## src/rtl/ipf_out_writer_if.sv

```systemverilog
// Pixel-stream and memory-write bundle between the filter, the out-writer and the result memory.
// The master drives the filter stream and mem_ready; the slave is the out-writer.
interface ipf_out_writer_if #(
    parameter int AW = 14,
    parameter int DW = 8
);
    logic          out_en;
    logic [DW-1:0] dout;
    logic [AW-1:0] dout_addr;
    logic          finish;
    logic          mem_req;
    logic [AW-1:0] mem_addr;
    logic [DW-1:0] mem_wdata;
    logic          mem_ready;

    modport master (
        output out_en, dout, dout_addr, finish, mem_ready,
        input  mem_req, mem_addr, mem_wdata
    );

    modport slave (
        input  out_en, dout, dout_addr, finish, mem_ready,
        output mem_req, mem_addr, mem_wdata
    );
endinterface

```

## src/rtl/ipf_out_writer.sv

```systemverilog
// Buffers the filter's un-stallable pixel stream in a small FIFO and writes it to the
// result memory over a valid/ready handshake; flags drops and signals done after finish.
module ipf_out_writer #(
    parameter int DEPTH = 8,
    parameter int AW    = 14,
    parameter int DW    = 8
) (
    input  logic                clk,
    input  logic                reset,
    ipf_out_writer_if.slave     bus,
    output logic                almost_full,
    output logic                overflow,
    output logic [14:0]         pix_cnt,
    output logic                done
);
    localparam int PW = $clog2(DEPTH);
    localparam int EW = AW + DW;

    typedef enum logic [1:0] {IDLE, RUN, DRAIN, DONE} state_t;

    state_t          state_q, state_d;
    logic [EW-1:0]   fifo_q [DEPTH];
    logic [EW-1:0]   fifo_d [DEPTH];
    logic [PW-1:0]   wr_ptr_q, wr_ptr_d;
    logic [PW-1:0]   rd_ptr_q, rd_ptr_d;
    logic [PW:0]     count_q, count_d;
    logic [EW-1:0]   head_q, head_d;
    logic            almost_full_q, almost_full_d;
    logic            overflow_q, overflow_d;
    logic [14:0]     pix_cnt_q, pix_cnt_d;

    logic            push_req;
    logic            push;
    logic            pop;
    logic            full;
    logic            drop;
    logic [PW:0]     remaining;
    logic [EW-1:0]   entry;

    assign bus.mem_req   = (count_q != '0);
    assign bus.mem_addr  = head_q[EW-1:DW];
    assign bus.mem_wdata = head_q[DW-1:0];
    assign almost_full   = almost_full_q;
    assign overflow      = overflow_q;
    assign pix_cnt       = pix_cnt_q;
    assign done          = (state_q == DONE);

    always_comb begin
        entry     = {bus.dout_addr, bus.dout};
        push_req  = bus.out_en && !bus.finish && ((state_q == IDLE) || (state_q == RUN));
        pop       = bus.mem_req && bus.mem_ready;
        full      = (count_q == (PW+1)'(DEPTH));
        push      = push_req && (!full || pop);
        drop      = push_req && full && !pop;

        fifo_d    = fifo_q;
        wr_ptr_d  = wr_ptr_q;
        rd_ptr_d  = rd_ptr_q;
        count_d   = count_q;
        if (push) begin
            fifo_d[wr_ptr_q] = entry;
            wr_ptr_d         = wr_ptr_q + 1'b1;
        end
        if (pop) begin
            rd_ptr_d = rd_ptr_q + 1'b1;
        end
        case ({push, pop})
            2'b10:   count_d = count_q + 1'b1;
            2'b01:   count_d = count_q - 1'b1;
            default: count_d = count_q;
        endcase

        // Head is registered so the bus holds its last value once the FIFO drains.
        remaining = pop ? (count_q - 1'b1) : count_q;
        head_d    = head_q;
        if (remaining != '0) begin
            head_d = fifo_q[rd_ptr_d];
        end else if (push) begin
            head_d = entry;
        end

        almost_full_d = (count_d >= (PW+1)'(DEPTH - 2));
        overflow_d    = overflow_q | drop;
        pix_cnt_d     = pix_cnt_q;
        if (pop && (pix_cnt_q != 15'h7FFF)) begin
            pix_cnt_d = pix_cnt_q + 15'd1;
        end
    end

    always_comb begin
        state_d = state_q;
        case (state_q)
            IDLE: begin
                if (bus.finish) begin
                    state_d = DRAIN;
                end else if (push) begin
                    state_d = RUN;
                end
            end
            RUN: begin
                if (bus.finish) begin
                    state_d = DRAIN;
                end
            end
            DRAIN: begin
                if (count_q == '0) begin
                    state_d = DONE;
                end
            end
            DONE:    state_d = DONE;
            default: state_d = IDLE;
        endcase
    end

    always_ff @(posedge clk) begin
        if (reset) begin
            state_q       <= IDLE;
            wr_ptr_q      <= '0;
            rd_ptr_q      <= '0;
            count_q       <= '0;
            head_q        <= '0;
            almost_full_q <= 1'b0;
            overflow_q    <= 1'b0;
            pix_cnt_q     <= '0;
        end else begin
            state_q       <= state_d;
            wr_ptr_q      <= wr_ptr_d;
            rd_ptr_q      <= rd_ptr_d;
            count_q       <= count_d;
            head_q        <= head_d;
            almost_full_q <= almost_full_d;
            overflow_q    <= overflow_d;
            pix_cnt_q     <= pix_cnt_d;
        end
    end

    // Storage needs no reset: an entry is only ever read after it has been written.
    always_ff @(posedge clk) begin
        fifo_q <= fifo_d;
    end
endmodule

```

## src/flat_wrapper.sv

```systemverilog
// flat-port wrapper written by rule: the top's interface ports become plain ports
module ipf_out_writer_flat 
#(
    parameter int DEPTH = 8,
    parameter int AW    = 14,
    parameter int DW    = 8
)
  (clk, reset, almost_full, overflow, pix_cnt, done, bus_out_en, bus_dout, bus_dout_addr, bus_finish, bus_mem_ready, bus_mem_req, bus_mem_addr, bus_mem_wdata);
  ipf_out_writer_if #(.AW(AW), .DW(DW)) bus_i ();
  input  logic clk;
  input  logic reset;
  output logic almost_full;
  output logic overflow;
  output logic [14:0] pix_cnt;
  output logic done;
  input wire logic [$bits(bus_i.out_en)-1:0] bus_out_en;
  input wire logic [$bits(bus_i.dout)-1:0] bus_dout;
  input wire logic [$bits(bus_i.dout_addr)-1:0] bus_dout_addr;
  input wire logic [$bits(bus_i.finish)-1:0] bus_finish;
  input wire logic [$bits(bus_i.mem_ready)-1:0] bus_mem_ready;
  output wire logic [$bits(bus_i.mem_req)-1:0] bus_mem_req;
  output wire logic [$bits(bus_i.mem_addr)-1:0] bus_mem_addr;
  output wire logic [$bits(bus_i.mem_wdata)-1:0] bus_mem_wdata;
  assign bus_i.out_en = bus_out_en;
  assign bus_i.dout = bus_dout;
  assign bus_i.dout_addr = bus_dout_addr;
  assign bus_i.finish = bus_finish;
  assign bus_i.mem_ready = bus_mem_ready;
  assign bus_mem_req = bus_i.mem_req;
  assign bus_mem_addr = bus_i.mem_addr;
  assign bus_mem_wdata = bus_i.mem_wdata;
  ipf_out_writer #(.DEPTH(DEPTH), .AW(AW), .DW(DW)) u_core (.clk(clk), .reset(reset), .bus(bus_i), .almost_full(almost_full), .overflow(overflow), .pix_cnt(pix_cnt), .done(done));
endmodule
```

## config.mk

```make
export PLATFORM = sky130hd
export DESIGN_NAME = ipf_out_writer_flat
export DESIGN_NICKNAME = d
export VERILOG_FILES = /design/src/rtl/ipf_out_writer_if.sv /design/src/rtl/ipf_out_writer.sv /design/src/flat_wrapper.sv
export SDC_FILE = /design/constraint.sdc
export NUM_CORES = 1
export LEC_CHECK = 0
export CORE_MARGIN = 2
export CORE_UTILIZATION = 53
export CTS_CLUSTER_DIAMETER = 200
export DETAILED_ROUTE_END_ITERATION = 7
export PLACE_DENSITY = 0.76
export SLEW_MARGIN = 20
export SYNTH_ARGS = -nofsm -noshare
export SYNTH_HDL_FRONTEND = slang
export SYNTH_SLANG_ARGS = --single-unit
```

## constraint.sdc

```tcl
create_clock -name clk -period 4.55 [get_ports clk]
set_input_delay 0.91 -clock clk [delete_from_list [all_inputs] [get_ports clk]]
set_output_delay 0.91 -clock clk [all_outputs]
set_load 0.01 [all_outputs]
```

==> metrics, run 1 <==
Yosys warnings=0; Gate Count Post-Synth=828; die width=about 140 um; violated checks=DRC; Crit path top cell by count=or2_2; 1st-iter DRT viols=roughly 860; first-pass GRT wire length=roughly 38 mm; Antenna Nets Post-Route=0; Ant. Diodes=0; Slew headroom=38.95%; Starting Density=a little over half; CTS tree=yes; Hold Startpoint=u_core.overflow; GPL Wtd Cong=around 0.86; crit start category=input pin; Synth Cell Area=9808 sq um; CP required=slightly below 5 ns; Reg-to-Reg End=u_core.almost_full; 1st-pass router iterations=7; critical path class=in2reg; Root Buffer=clkbuf_16; Routed WL per cell=21.58 um; Synth async-reset ratio=0%; Hold Path Stages=2; die area=19,610 sq um; H-tree depth=1; LEAKAGE=3.750 nW; Seq/Total Area, Yosys=between 60% and 70%; setup violators final=0; share of layout cells above drive strength 1=9.365%; Synthesized Nets=863; FF+latch count, synth=about 230; Crit path largest cell delay=roughly 0.4 ns; Syn Area/Cell=11.85 sq um; largest net degree at the start of global routing=87; Routed WL=approximately 24 mm; core area=18,090 sq um; TritonCTS Buffers=24; Slowest cell on crit path=clkdlybuf4s50_1; initial antenna violation count=0; DRC viols=5; total number of vias=7,449; R2R Setup Slk=1.48 ns; Post-CTS Setup Repair Bufs=0; Total Routing Usage GR=between 20% and 30%; Pwr Total=0.005380 W; post_cts resized=0; clk_skew=between 0.015 and 0.02 ns; fin. max-slew vios=0; clk_lat worst skew=0.52 ns; vias per cell=6.615; library cells used by synthesis=50; nets=914; Cell Pwr Density=463.9 nW/um^2; HPWL Detailed=13.38 mm; number of synthesized flops with an enable pin=176; Worst Max-Slew Pin Slew=0.9157 ns; die height=140.0 um; commonest non-fill, non-tap cells in the layout=edfxtp_1, o22ai_1, nor3_1; peak supply drop=0.0004035 V; Post-CTS Hold Buffers=0; FF-to-FF Start=u_core.count_q[0]; Crit. End Element=register; total clock sinks=~230; largest area contributor in the netlist=edfxtp_1; Worst Hold Endpoint=u_core.overflow; reg2reg path depth=12; GRT overflow=0; crit path cell chain=clkdlybuf4s50_1 > buf_4 > nor4b_1 > or2_2 > clkinv_1 > ha_1 > a22oi_1 > nor3_1 > a21oi_1 > nor2b_1 > or2_2; Tmin final=between 3 and 4 ns; most common cell after layout, fill and taps aside=edfxtp_1; Fin. Hold Viols=0; arrival time worst endpoint=3.61 ns; most used flip-flop cell after synthesis=edfxtp_1; vias in the first global route=7,149; crit path max fanout=14; IO Pins=68; crit share post-route=between 70% and 80%; row cnt=49; Max-cap violations=0; Min-Delay Path Class=reg2reg; PortBufs=67; Reg clk slew, reported paths=about 0.060 ns; setup TNS=0 ns; status=finished, violations left; RSZ-0062 raised after global routing=no; Synth top area share=53.88%; Fmax=311.7 MHz; synth-to-layout area growth=18.24%; clk buf depth=3; ranking of synthesized cells by area=edfxtp_1, o22ai_1, dfxtp_1
[how the worst max path moves through the flow]
stage                                    end              start  slack (ns)
final                     u_core.almost_full      bus_mem_ready        1.34
after global routing      u_core.almost_full      bus_mem_ready        1.12
after detailed placement    u_core.head_q[7]      bus_mem_ready        0.79
after CTS                   u_core.head_q[5]  u_core.count_q[0]        1.21
after floorplan           u_core.fifo_q[154]      bus_mem_ready        0.16
after global placement      u_core.head_q[8]      bus_mem_ready        0.87
[per-layer routing]
metal | track usage [%] | wire length [um] | vias to the layer above
met4 | 7.602 | 527 | 0
met2 | 40.29 | 11540 | 390
met3 | 4.479 | 2059 | 53
li1 | - | - | 3418
met1 | 33.13 | 10170 | 3588
met5 | 0 | 0 | -
[final cells by class]
cell class	count	area, sq um
clock buffers	30	643.1
clock inverters	14	200.2
fillers	1306	6489
inverters	9	33.78
multi-input cells	526	3256
flip-flops and latches	227	6307
well taps	229	286.5
repair buffers	91	870.8
[logic make-up after synthesis]
kind of cell	Yosys count	synth area share, %
compound gates	292	18.83
flops	227	64.29
simple gates	206	10.46
buf+inv	75	3.317
xor+xnor	14	1.327
fa+ha+maj	9	1.123
mux	5	0.6506
[sequential cells by signal, summed over array words and instances, names as in the netlist]
signal              cells
u_core.head_q          22
u_core.overflow         1
u_core.count_q          4
u_core.almost_full      1
u_core.rd_ptr_q         3
u_core.state_q          2
u_core.fifo_q         176
u_core.wr_ptr_q         3
u_core.pix_cnt         15
[stage by stage]
stage                     cell area [sq um]  hold WS (ns)  std cells  setup slack (ns)  util (%)
final                                 11600        0.4864       1126             1.341     64.12
after global routing                  11600        0.5253       1126             1.122     64.12
after CTS                             11590        0.4835       1126             1.208     64.10
after detailed placement              10750        0.4702       1082            0.7886     59.44
after global placement                10750        0.4688       1082            0.8742     59.44
after floorplan                        9814        0.4710        828            0.1594         -
[cell usage after synthesis, types with 2 or more instances]
master and count:
edfxtp_1 176, o22ai_1 169, nor3_1 94, dfxtp_1 51, nor2_1 50, clkbuf_1 37, o21ai_0 34, a311oi_1 23
o21bai_1 22, buf_2 20, nand2_1 20, o21ai_1 20, a21oi_1 12, xor2_1 9, ha_1 8, nand3_1 8
a211oi_1 5, buf_4 5, inv_1 5, nor3b_1 5, buf_1 4, nor2b_1 4, xnor2_1 4, and4_1 3
mux2i_1 3, nand4_1 3, nor4b_1 3, or3_1 3, and2_1 2, clkinv_1 2, inv_2 2, nand2b_1 2
nor4_1 2, or2_2 2
[power breakdown]
| group | leakage [nW] | switching, W | internal [W] |
|---|---|---|---|
| clock | 0.412 | 0.000776 | 0.00128 |
| combinational | 1.33 | 0.000573 | 0.000372 |
| sequential | 2.00 | 0.0000628 | 0.00231 |
[worst max-delay path, delay by kind of cell]
kind	cells	cell delay [ns]
adder cells (fa/ha/maj)	1	0.33
AND/OR/NAND/NOR	5	1.13
AO/OA/AOI/OAI	2	0.35
buffers and inverters	3	0.87
Note: power is estimated with default switching activity, not from simulation.
==> run 2, diff against run 1 <==
- CORE_UTILIZATION: 53 -> 55
- PLACE_DENSITY: 0.76 -> 0.75
- clock period: 4.55 -> 3.35 ns (I/O delays scaled with it)
==> metrics, run 2 (synthesis results as in run 1) <==
post_cts resized=0 (unchanged); IO Pins=68 (unchanged); TritonCTS Buffers=24 (unchanged); Hold Path Stages=2 (unchanged); Biggest register=u_core.fifo_q; Post-CTS Hold Buffers=0 (unchanged); Max-cap violations=0 (unchanged); Largest register FFs=176 (unchanged); initial antenna violation count=1 (+1); total number of vias=7,797 (+4.7%); Hold WS=0.4843 ns (-0.002114 ns); Root Buffer=clkbuf_16; GRT overflow=0 (unchanged); setup violators final=0 (unchanged); crit share post-route=90.00%; setup TNS=0 ns (unchanged); 1st-pass router iterations=5 (-2); PortBufs=67 (unchanged); row cnt=48 (-2.0%); most common cell after layout, fill and taps aside=edfxtp_1; Worst Max-Slew Pin Slew=0.6996 ns (-0.2161 ns); Post-CTS Setup Repair Bufs=0 (unchanged); vias per cell=6.912 (+4.5%); dpl cells=1,084 (+0.18%); Reg-to-Reg End=u_core.almost_full; H-tree depth=1 (unchanged); Reg clk slew, reported paths=0.07 ns (about the same); Routed WL=25.41 mm (+4.6%); crit start category=register; share of layout cells above drive strength 1=10.30% (+0.93 points); total clock sinks=227 (unchanged); Worst Hold Endpoint=u_core.overflow; arrival time worst endpoint=2.35 ns (-1.26 ns); vias in the first global route=7,707 (+7.8%); Min-Delay Path Class=reg2reg; GPL Wtd Cong=0.7949 (-7.2%); CP required=2.68 ns (-2.27 ns); clk_lat worst skew=0.54 ns (+0.02 ns); Crit. End Element=primary output; design area=11,670 sq um (+0.61%); status=finished clean; FF-to-FF Start=u_core.count_q[0]; clk buf depth=3 (unchanged); fill count=1,224 (-6.3%); Cell Pwr Density=616.3 nW/um^2 (+33%); core area=17,360 sq um (-4.0%); Total Routing Usage GR=26.82% (+2.5 points); largest net degree at the start of global routing=87 (unchanged); commonest non-fill, non-tap cells in the layout=edfxtp_1, o22ai_1, nor3_1; Starting Density=56.51% (+2.3 points); placed cell area=10,850 sq um (+0.94%); Tmin final=3.015 ns; Fmax=331.7 MHz; Ant. Diodes=0 (unchanged); Antenna Nets Post-Route=0 (unchanged); Routed WL per cell=22.53 um (+4.4%); Finished Layout Cells=1,128 (+0.18%); post-layout util=67.23% (+3.1 points); Slew headroom=53.36% (+14 points); clk_skew=0.02165 ns (+0.005431 ns); 1st-iter DRT viols=810 (-6.1%); DRC viols=0 (-5); RSZ-0062 raised after global routing=no; critical path class=reg2out; HPWL Detailed=14.23 mm (+6.4%); first-pass GRT wire length=39.05 mm (+3.1%); R2R Setup Slk=0.37 ns (-1.11 ns); reg2reg path depth=12 (unchanged); nets=920 (+0.66%); fin. max-slew vios=0 (unchanged); synth-to-layout area growth=18.97%; LEAKAGE=3.767 nW (+0.45%); Hold Startpoint=u_core.overflow; crit path max fanout=12 (-2); die area=18,920 sq um (-3.5%); Fin. Hold Viols=0 (unchanged); die height=137.5 um (-1.8%); CTS tree=yes; die width=137.5 um (-1.8%); peak supply drop=0.0004884 V (+21%)
==> run 2: through the flow <==
step | setup slack (ns) | power (W)
global route | 0.1017 | 0.007446
floorplan | -0.1179 | 0.004036
detailed placement | 0.1663 | 0.004560
finish | 0.3349 | 0.007191
global placement | 0.2964 | 0.004521
CTS | 0.3726 | 0.007197
==> run 2: layout make-up <==
| class | count | area, sq um | area share (%) |
|---|---|---|---|
| Timing Repair Buffer | 97 | 940.9 | 8.063 |
| Clock buffer | 33 | 674.4 | 5.780 |
| Multi-Input combinational cell | 526 | 3288 | 28.18 |
| Clock inverter | 11 | 142.6 | 1.222 |
| Sequential cell | 227 | 6307 | 54.05 |
| Tap cell | 225 | 281.5 | 2.413 |
| Inverter | 9 | 33.78 | 0.2895 |
==> run 2: critical path, cell delays in order (launching register included) <==
cell and delay, ns:
dfxtp_1 0.56, inv_1 0.09, ha_1 0.27, nor3b_4 0.20
inv_2 0.14, clkdlybuf4s50_1 0.55
==> run 2: layer usage <==
metal	vias to the layer above	global-route usage, %	part of all wire [%]
met4	2	11.23	2.7
li1	3431	-	-
met2	440	45.19	49
met5	-	0	0.047
met1	3850	34.19	39
met3	74	4.967	9.2
==> run 2: worst max-delay path by stage <==
stage,startpoint,end,cells past startpoint
after global placement,bus_mem_ready,u_core.almost_full,10
after CTS,u_core.count_q[0],bus_mem_req,5
after detailed placement,bus_mem_ready,u_core.almost_full,10
after global routing,u_core.count_q[0],u_core.almost_full,12
final,u_core.count_q[0],bus_mem_req,5
after floorplan,u_core.count_q[0],u_core.fifo_q[110],9
==> run 2: power by group <==
part,switching [W],leakage (nW),internal [W]
Sequential,0.0000861,2.00,0.00314
Clock,0.00108,0.394,0.00158
Combinational,0.000790,1.37,0.000515
Total,0.00196,3.77,0.00523
==> run 3, diff against run 2 <==
- CAP_MARGIN: not set -> 40
- CORE_MARGIN: 2 -> 5
==> metrics, run 3 (synthesis results as in run 1) <==
HPWL Detailed=14.61 mm (+2.7%); most common cell after layout, fill and taps aside=edfxtp_1; Slowest cell on crit path=clkdlybuf4s50_1; 1st-pass router iterations=5 (unchanged); nets=919 (-0.11%); first-pass GRT wire length=39.36 mm (+0.81%); placed cell area=10,890 sq um (+0.35%); die area=20,600 sq um (+8.9%); clk buf depth=3 (unchanged); Total Routing Usage GR=24.29% (-2.5 points); clk_skew=0.008207 ns (-0.01345 ns); vias in the first global route=7,581 (-1.6%); DRC viols=0 (unchanged); 1st-iter DRT viols=780 (-3.7%); GPL Wtd Cong=0.8268 (+4.0%); Slew headroom=52.91% (-0.45 points); Reg clk slew, reported paths=0.06 ns (about the same); critical path class=reg2out; Hold WS=0.4840 ns (-0.0003610 ns); Cell Pwr Density=625.2 nW/um^2 (+1.4%); multi-input gate area in the final layout=3288 sq um (unchanged); clk_lat worst skew=0.51 ns (-0.03 ns); Root Buffer=clkbuf_16; design area=11,710 sq um (+0.36%); Post-CTS Setup Repair Bufs=0 (unchanged); Tmin final=2.955 ns (-0.06007 ns); commonest non-fill, non-tap cells in the layout=edfxtp_1, o22ai_1, nor3_1; synth-to-layout area growth=19.40%; R2R Setup Slk=0.42 ns (+0.05 ns); WP buf/inv=3 (unchanged); setup violators final=0 (unchanged); Routed WL per cell=22.77 um (+1.1%); crit share post-route=88.21% (-1.8 points); Largest register FFs=176 (unchanged); Biggest register=u_core.fifo_q; TritonCTS Buffers=23 (-4.2%); Crit. End Element=primary output; crit path max fanout=12 (unchanged); Crit path largest cell delay=0.55 ns (about the same); Max-cap violations=0 (unchanged); LEAKAGE=3.789 nW (+0.59%); post_cts resized=0 (unchanged); Top delay family on crit path=buffers and inverters; Fmax=338.4 MHz (+2.0%); largest net degree at the start of global routing=87 (unchanged); crit path cell chain=inv_1 > ha_1 > nor3b_4 > inv_2 > clkdlybuf4s50_1; Antenna Nets Post-Route=0 (unchanged); vias per cell=6.911 (about the same); Fin. Hold Viols=0 (unchanged); Post-CTS Hold Buffers=0 (unchanged); register area=6307 sq um (unchanged); status=finished clean; total number of vias=7,782 (-0.19%); fin. max-slew vios=0 (unchanged); crit start category=register; Worst Max-Slew Pin Slew=0.7064 ns (+0.006806 ns); die height=143.5 um (+4.4%); RSZ-0062 raised after global routing=no; die width=143.5 um (+4.4%); Routed WL=25.64 mm (+0.88%); GRT overflow=0 (unchanged); Starting Density=56.31% (-0.19 points); initial antenna violation count=0 (-1); CP required=2.68 ns (about the same); peak supply drop=0.0004369 V (-11%); Min-Delay Path Class=reg2reg; fill count=1,254 (+2.5%); row cnt=48 (unchanged); core area=17,420 sq um (+0.35%); Ant. Diodes=0 (unchanged); share of layout cells above drive strength 1=10.21% (-0.088 points); CTS tree=yes; PortBufs=67 (unchanged); total clock sinks=227 (unchanged); arrival time worst endpoint=2.29 ns (-0.06 ns); IO Pins=68 (unchanged); H-tree depth=1 (unchanged)
run 3: cell count changes in the layout (fill, tap and decap cells not counted), sizes merged:
| cell | previous run | this run |
|---|---|---|
| clkbuf | 33 | 26 |
| clkinv | 9 | 10 |
| inv | 7 | 8 |
| clkinvlp | 2 | 1 |
| bufinv | 2 | 6 |
run 3: per-stage QoR:
stage | power, W | std cells | setup TNS, ns | worst slack (ns) | util (%)
floorplan | 0.004036 | 828 | -2.952 | -0.1179 | -
global placement | 0.004535 | 1084 | 0 | 0.3431 | 62.52
detailed placement | 0.004581 | 1084 | 0 | 0.2088 | 62.52
CTS | 0.007335 | 1126 | 0 | 0.3958 | 67.24
global route | 0.007590 | 1126 | 0 | 0.1965 | 67.24
finish | 0.007322 | 1126 | 0 | 0.3950 | 67.24
run 3: worst paths after layout:
kind | startpoint | end | cells past startpoint
worst max-delay path | u_core.count_q[0] | bus_mem_req | 5
worst min-delay path | u_core.overflow | u_core.overflow | 2
worst max register to register | u_core.count_q[0] | u_core.almost_full | 12
worst min register to register | u_core.overflow | u_core.overflow | 2
run 3: worst register-to-register path, delay by kind of cell, from the launching register on:
family / cells / cell delay (ns)
AND/OR/NAND/NOR: 5 / 1.15
AO/OA/AOI/OAI: 2 / 0.38
adder cells (fa/ha/maj): 2 / 0.50
flip-flops: 1 / 0.42
buffers and inverters: 3 / 0.38
run 3: routing by layer:
| metal | share of wire, % | wire length, um | up-vias | global-route usage, % |
|---|---|---|---|---|
| li1 | - | - | 3437 | - |
| met1 | 39 | 10020 | 3784 | 33.32 |
| met2 | 48 | 12250 | 499 | 39.70 |
| met3 | 11 | 2707 | 62 | 3.661 |
| met4 | 2.6 | 659 | 0 | 8.920 |
| met5 | 0 | 0 | - | 0 |
run 3: power by group:
part	total, W	switching (W)	internal, W
Clock	0.00277	0.00104	0.00172
Combinational	0.00132	0.000797	0.000528
Sequential	0.00323	0.0000911	0.00314
run 3: area by class of cell:
class / count / area share [%]
inverter: 9 / 0.2885
clock inverter: 16 / 2.009
clock buffer: 26 / 5.011
multi-input combinational: 526 / 28.08
tap: 225 / 2.404
sequential: 227 / 53.86
timing repair buffer: 97 / 8.355
==> patch: new RTL, flow settings as in run 2 <==
The 4 states of `state_t` get a one-hot encoding in 4 bits.
--- a/src/rtl/ipf_out_writer.sv
+++ b/src/rtl/ipf_out_writer.sv
@@ -16,7 +16,7 @@
     localparam int PW = $clog2(DEPTH);
     localparam int EW = AW + DW;
 
-    typedef enum logic [1:0] {IDLE, RUN, DRAIN, DONE} state_t;
+    typedef enum logic [3:0] {IDLE = 4'b0001, RUN = 4'b0010, DRAIN = 4'b0100, DONE = 4'b1000} state_t;
 
     state_t          state_q, state_d;
     logic [EW-1:0]   fifo_q [DEPTH];
Behaviour: no difference found for any inputs over 4 cycles, from zero or initial values and one cycle with reset high; so few cycles prove little.
==> patch against run 2 <==
Sequential cell count is 2 higher; via count is 19% lower; non-clock buffer count is 6 higher; area after synthesis is 0.22% lower; worst setup slack worse by 0.036 ns; wire length is 13% lower; sequential share of layout area is 0.28 points higher; design area is 0.11% higher; synthesized cell count is 17% lower.
Power is not compared: it rests on default switching activity, and its combinational part moved more than twofold at a synthesized area within 25%.
==> patch: results (changes against run 2) <==
1st-iter DRT viols 457 (-44%); gr usage total 0.237 (-0.0311); number of flip-flops in the largest register 176 (unchanged); Vias 6291 (-19%); CP Launch Point u_core.count_q[1]; final WL 22200 µm (-13%); Leak 3.71 nW; Async SR Flop Fraction 0 (unchanged); CTS buffer count 24 (unchanged); Synth warnings 0 (unchanged); status finished, final reports clean; Fillers 1189 (-2.9%); Clock Tree Root clkbuf_16; Net Count, Synth 720 (-17%); CP max-delay cell xnor2_4; HP Class input pin to flip-flop; Synth cell types 62 (+24%); WP data arrival 3.42 ns (+1.07 ns); Peak VDD IR 0.000435 V; Main synth FF type edfxtp_1; Setup Slack @ Placement 0.0216 ns (-0.145 ns); # nets final 805 (-13%); DPL Wire Length 13500 µm (-4.8%); clock-pin slew on the worst setup and hold paths 0.06 ns; synth top area cells edfxtp_1 54%, dfxtp_1 11%, mux2i_1 5.2%; layout cells sized above 1 0.174 (+0.0709); Seq/Total Area, Yosys 0.648 (+0.00549); first-pass GRT wire length 33800 µm (-13%); worst-margin pin slew 0.823 ns (+0.124 ns); Hold Startpoint reset; largest net degree at the start of global routing 47 (-46%); Fin. Hold Viols 0 (unchanged); Synth top cells by count 176 x edfxtp_1, 53 x dfxtp_1, 52 x nor2_1; Clock Skews 0.0247 ns (+0.00303 ns); CP max stage delay 0.65 ns (+0.09 ns); crit path max fanout 12 (unchanged); EDFF count, synth 176 (unchanged); Largest Register u_core.fifo_q; drt pass-1 iters 5 (unchanged); Buffers on Ports 67 (unchanged); RePlAce Congestion 0.867 (+9.1%); diodes inserted 0 (unchanged); initial antenna violation count 0 (-1); buffers from clock root to sink, at most 3 (unchanged); Clock Latency Late Sink 0.52 ns (-0.02 ns)
[patch: cell types whose count changed after synthesis, sizes merged, moves of 20 or more]
cell           run 2  this run
a22oi              1        23
mux2i              3        51
mux4               1        21
nand2             21        45
nor3              94        11
o21ai             54        33
o21bai            22         1
o22a               0        20
o22ai            169         2
[patch: critical path, delay by kind of cell, from the launching register on]
| kind | cells | cell delay (ns) |
|---|---|---|
| DFF | 1 | 0.40 |
| buffers and inverters | 4 | 0.49 |
| adders and majority gates | 1 | 0.26 |
| AOI/OAI and AO/OA | 1 | 0.10 |
| muxes | 1 | 0.51 |
| and+or+nand+nor | 3 | 0.49 |
| xor gates and xnor gates | 1 | 0.65 |
[patch: cell type report]
class	instances	share of cell area
inverters	13	0.00503
flip-flops and latches	229	0.543
well taps	225	0.0241
multi-input cells	399	0.281
repair buffers	103	0.0823
clock inverters	11	0.00696
clock buffers	33	0.0570
[patch: metrics by stage]
stage / total power [W] / area (µm²) / utilization / hold slack (ns) / std cells
after floorplan: 0.00353 / 9830 / - / 0.493 / 685
after global placement: 0.00376 / 10900 / 0.630 / 0.463 / 969
after detailed placement: 0.00378 / 10900 / 0.630 / 0.493 / 969
after CTS: 0.00627 / 11700 / 0.673 / 0.364 / 1013
after global routing: 0.00643 / 11700 / 0.673 / 0.380 / 1013
final: 0.00624 / 11700 / 0.673 / 0.378 / 1013
[patch: path summary, 6_finish.rpt]
| check | end | cells past startpoint | slack [ns] |
|---|---|---|---|
| max | u_core.head_q[5] | 11 | 0.30 |
| min | u_core.pix_cnt[14] | 2 | 0.38 |
| max reg2reg | u_core.head_q[5] | 11 | 0.30 |
| min reg2reg | u_core.head_q[0] | 2 | 0.50 |
[patch: kinds of logic (layout without fill, tap and decap cells)]
family | after synthesis | in the layout | synth area share
and+or+nand+nor | 167 | 167 | 0.0835
muxes | 73 | 73 | 0.102
adders and majority gates | 9 | 9 | 0.0113
buffers and inverters | 57 | 160 | 0.0294
AOI/OAI and AO/OA | 135 | 135 | 0.110
DFF | 229 | 229 | 0.648
xor gates and xnor gates | 15 | 15 | 0.0153
[patch: report_power, final]
group          leakage [nW]  internal (W)  switching, W
combinational          1.33      0.000247      0.000294
sequential             2.02       0.00313     0.0000513
clock                 0.362       0.00147       0.00105
[patch: routing by layer]
layer	global-route usage	up-vias	wire (µm)
met5	0	-	0
met4	0.0785	0	499
met3	0.0390	41	1460
met2	0.395	236	11100
met1	0.320	3182	9110
li1	-	2832	-
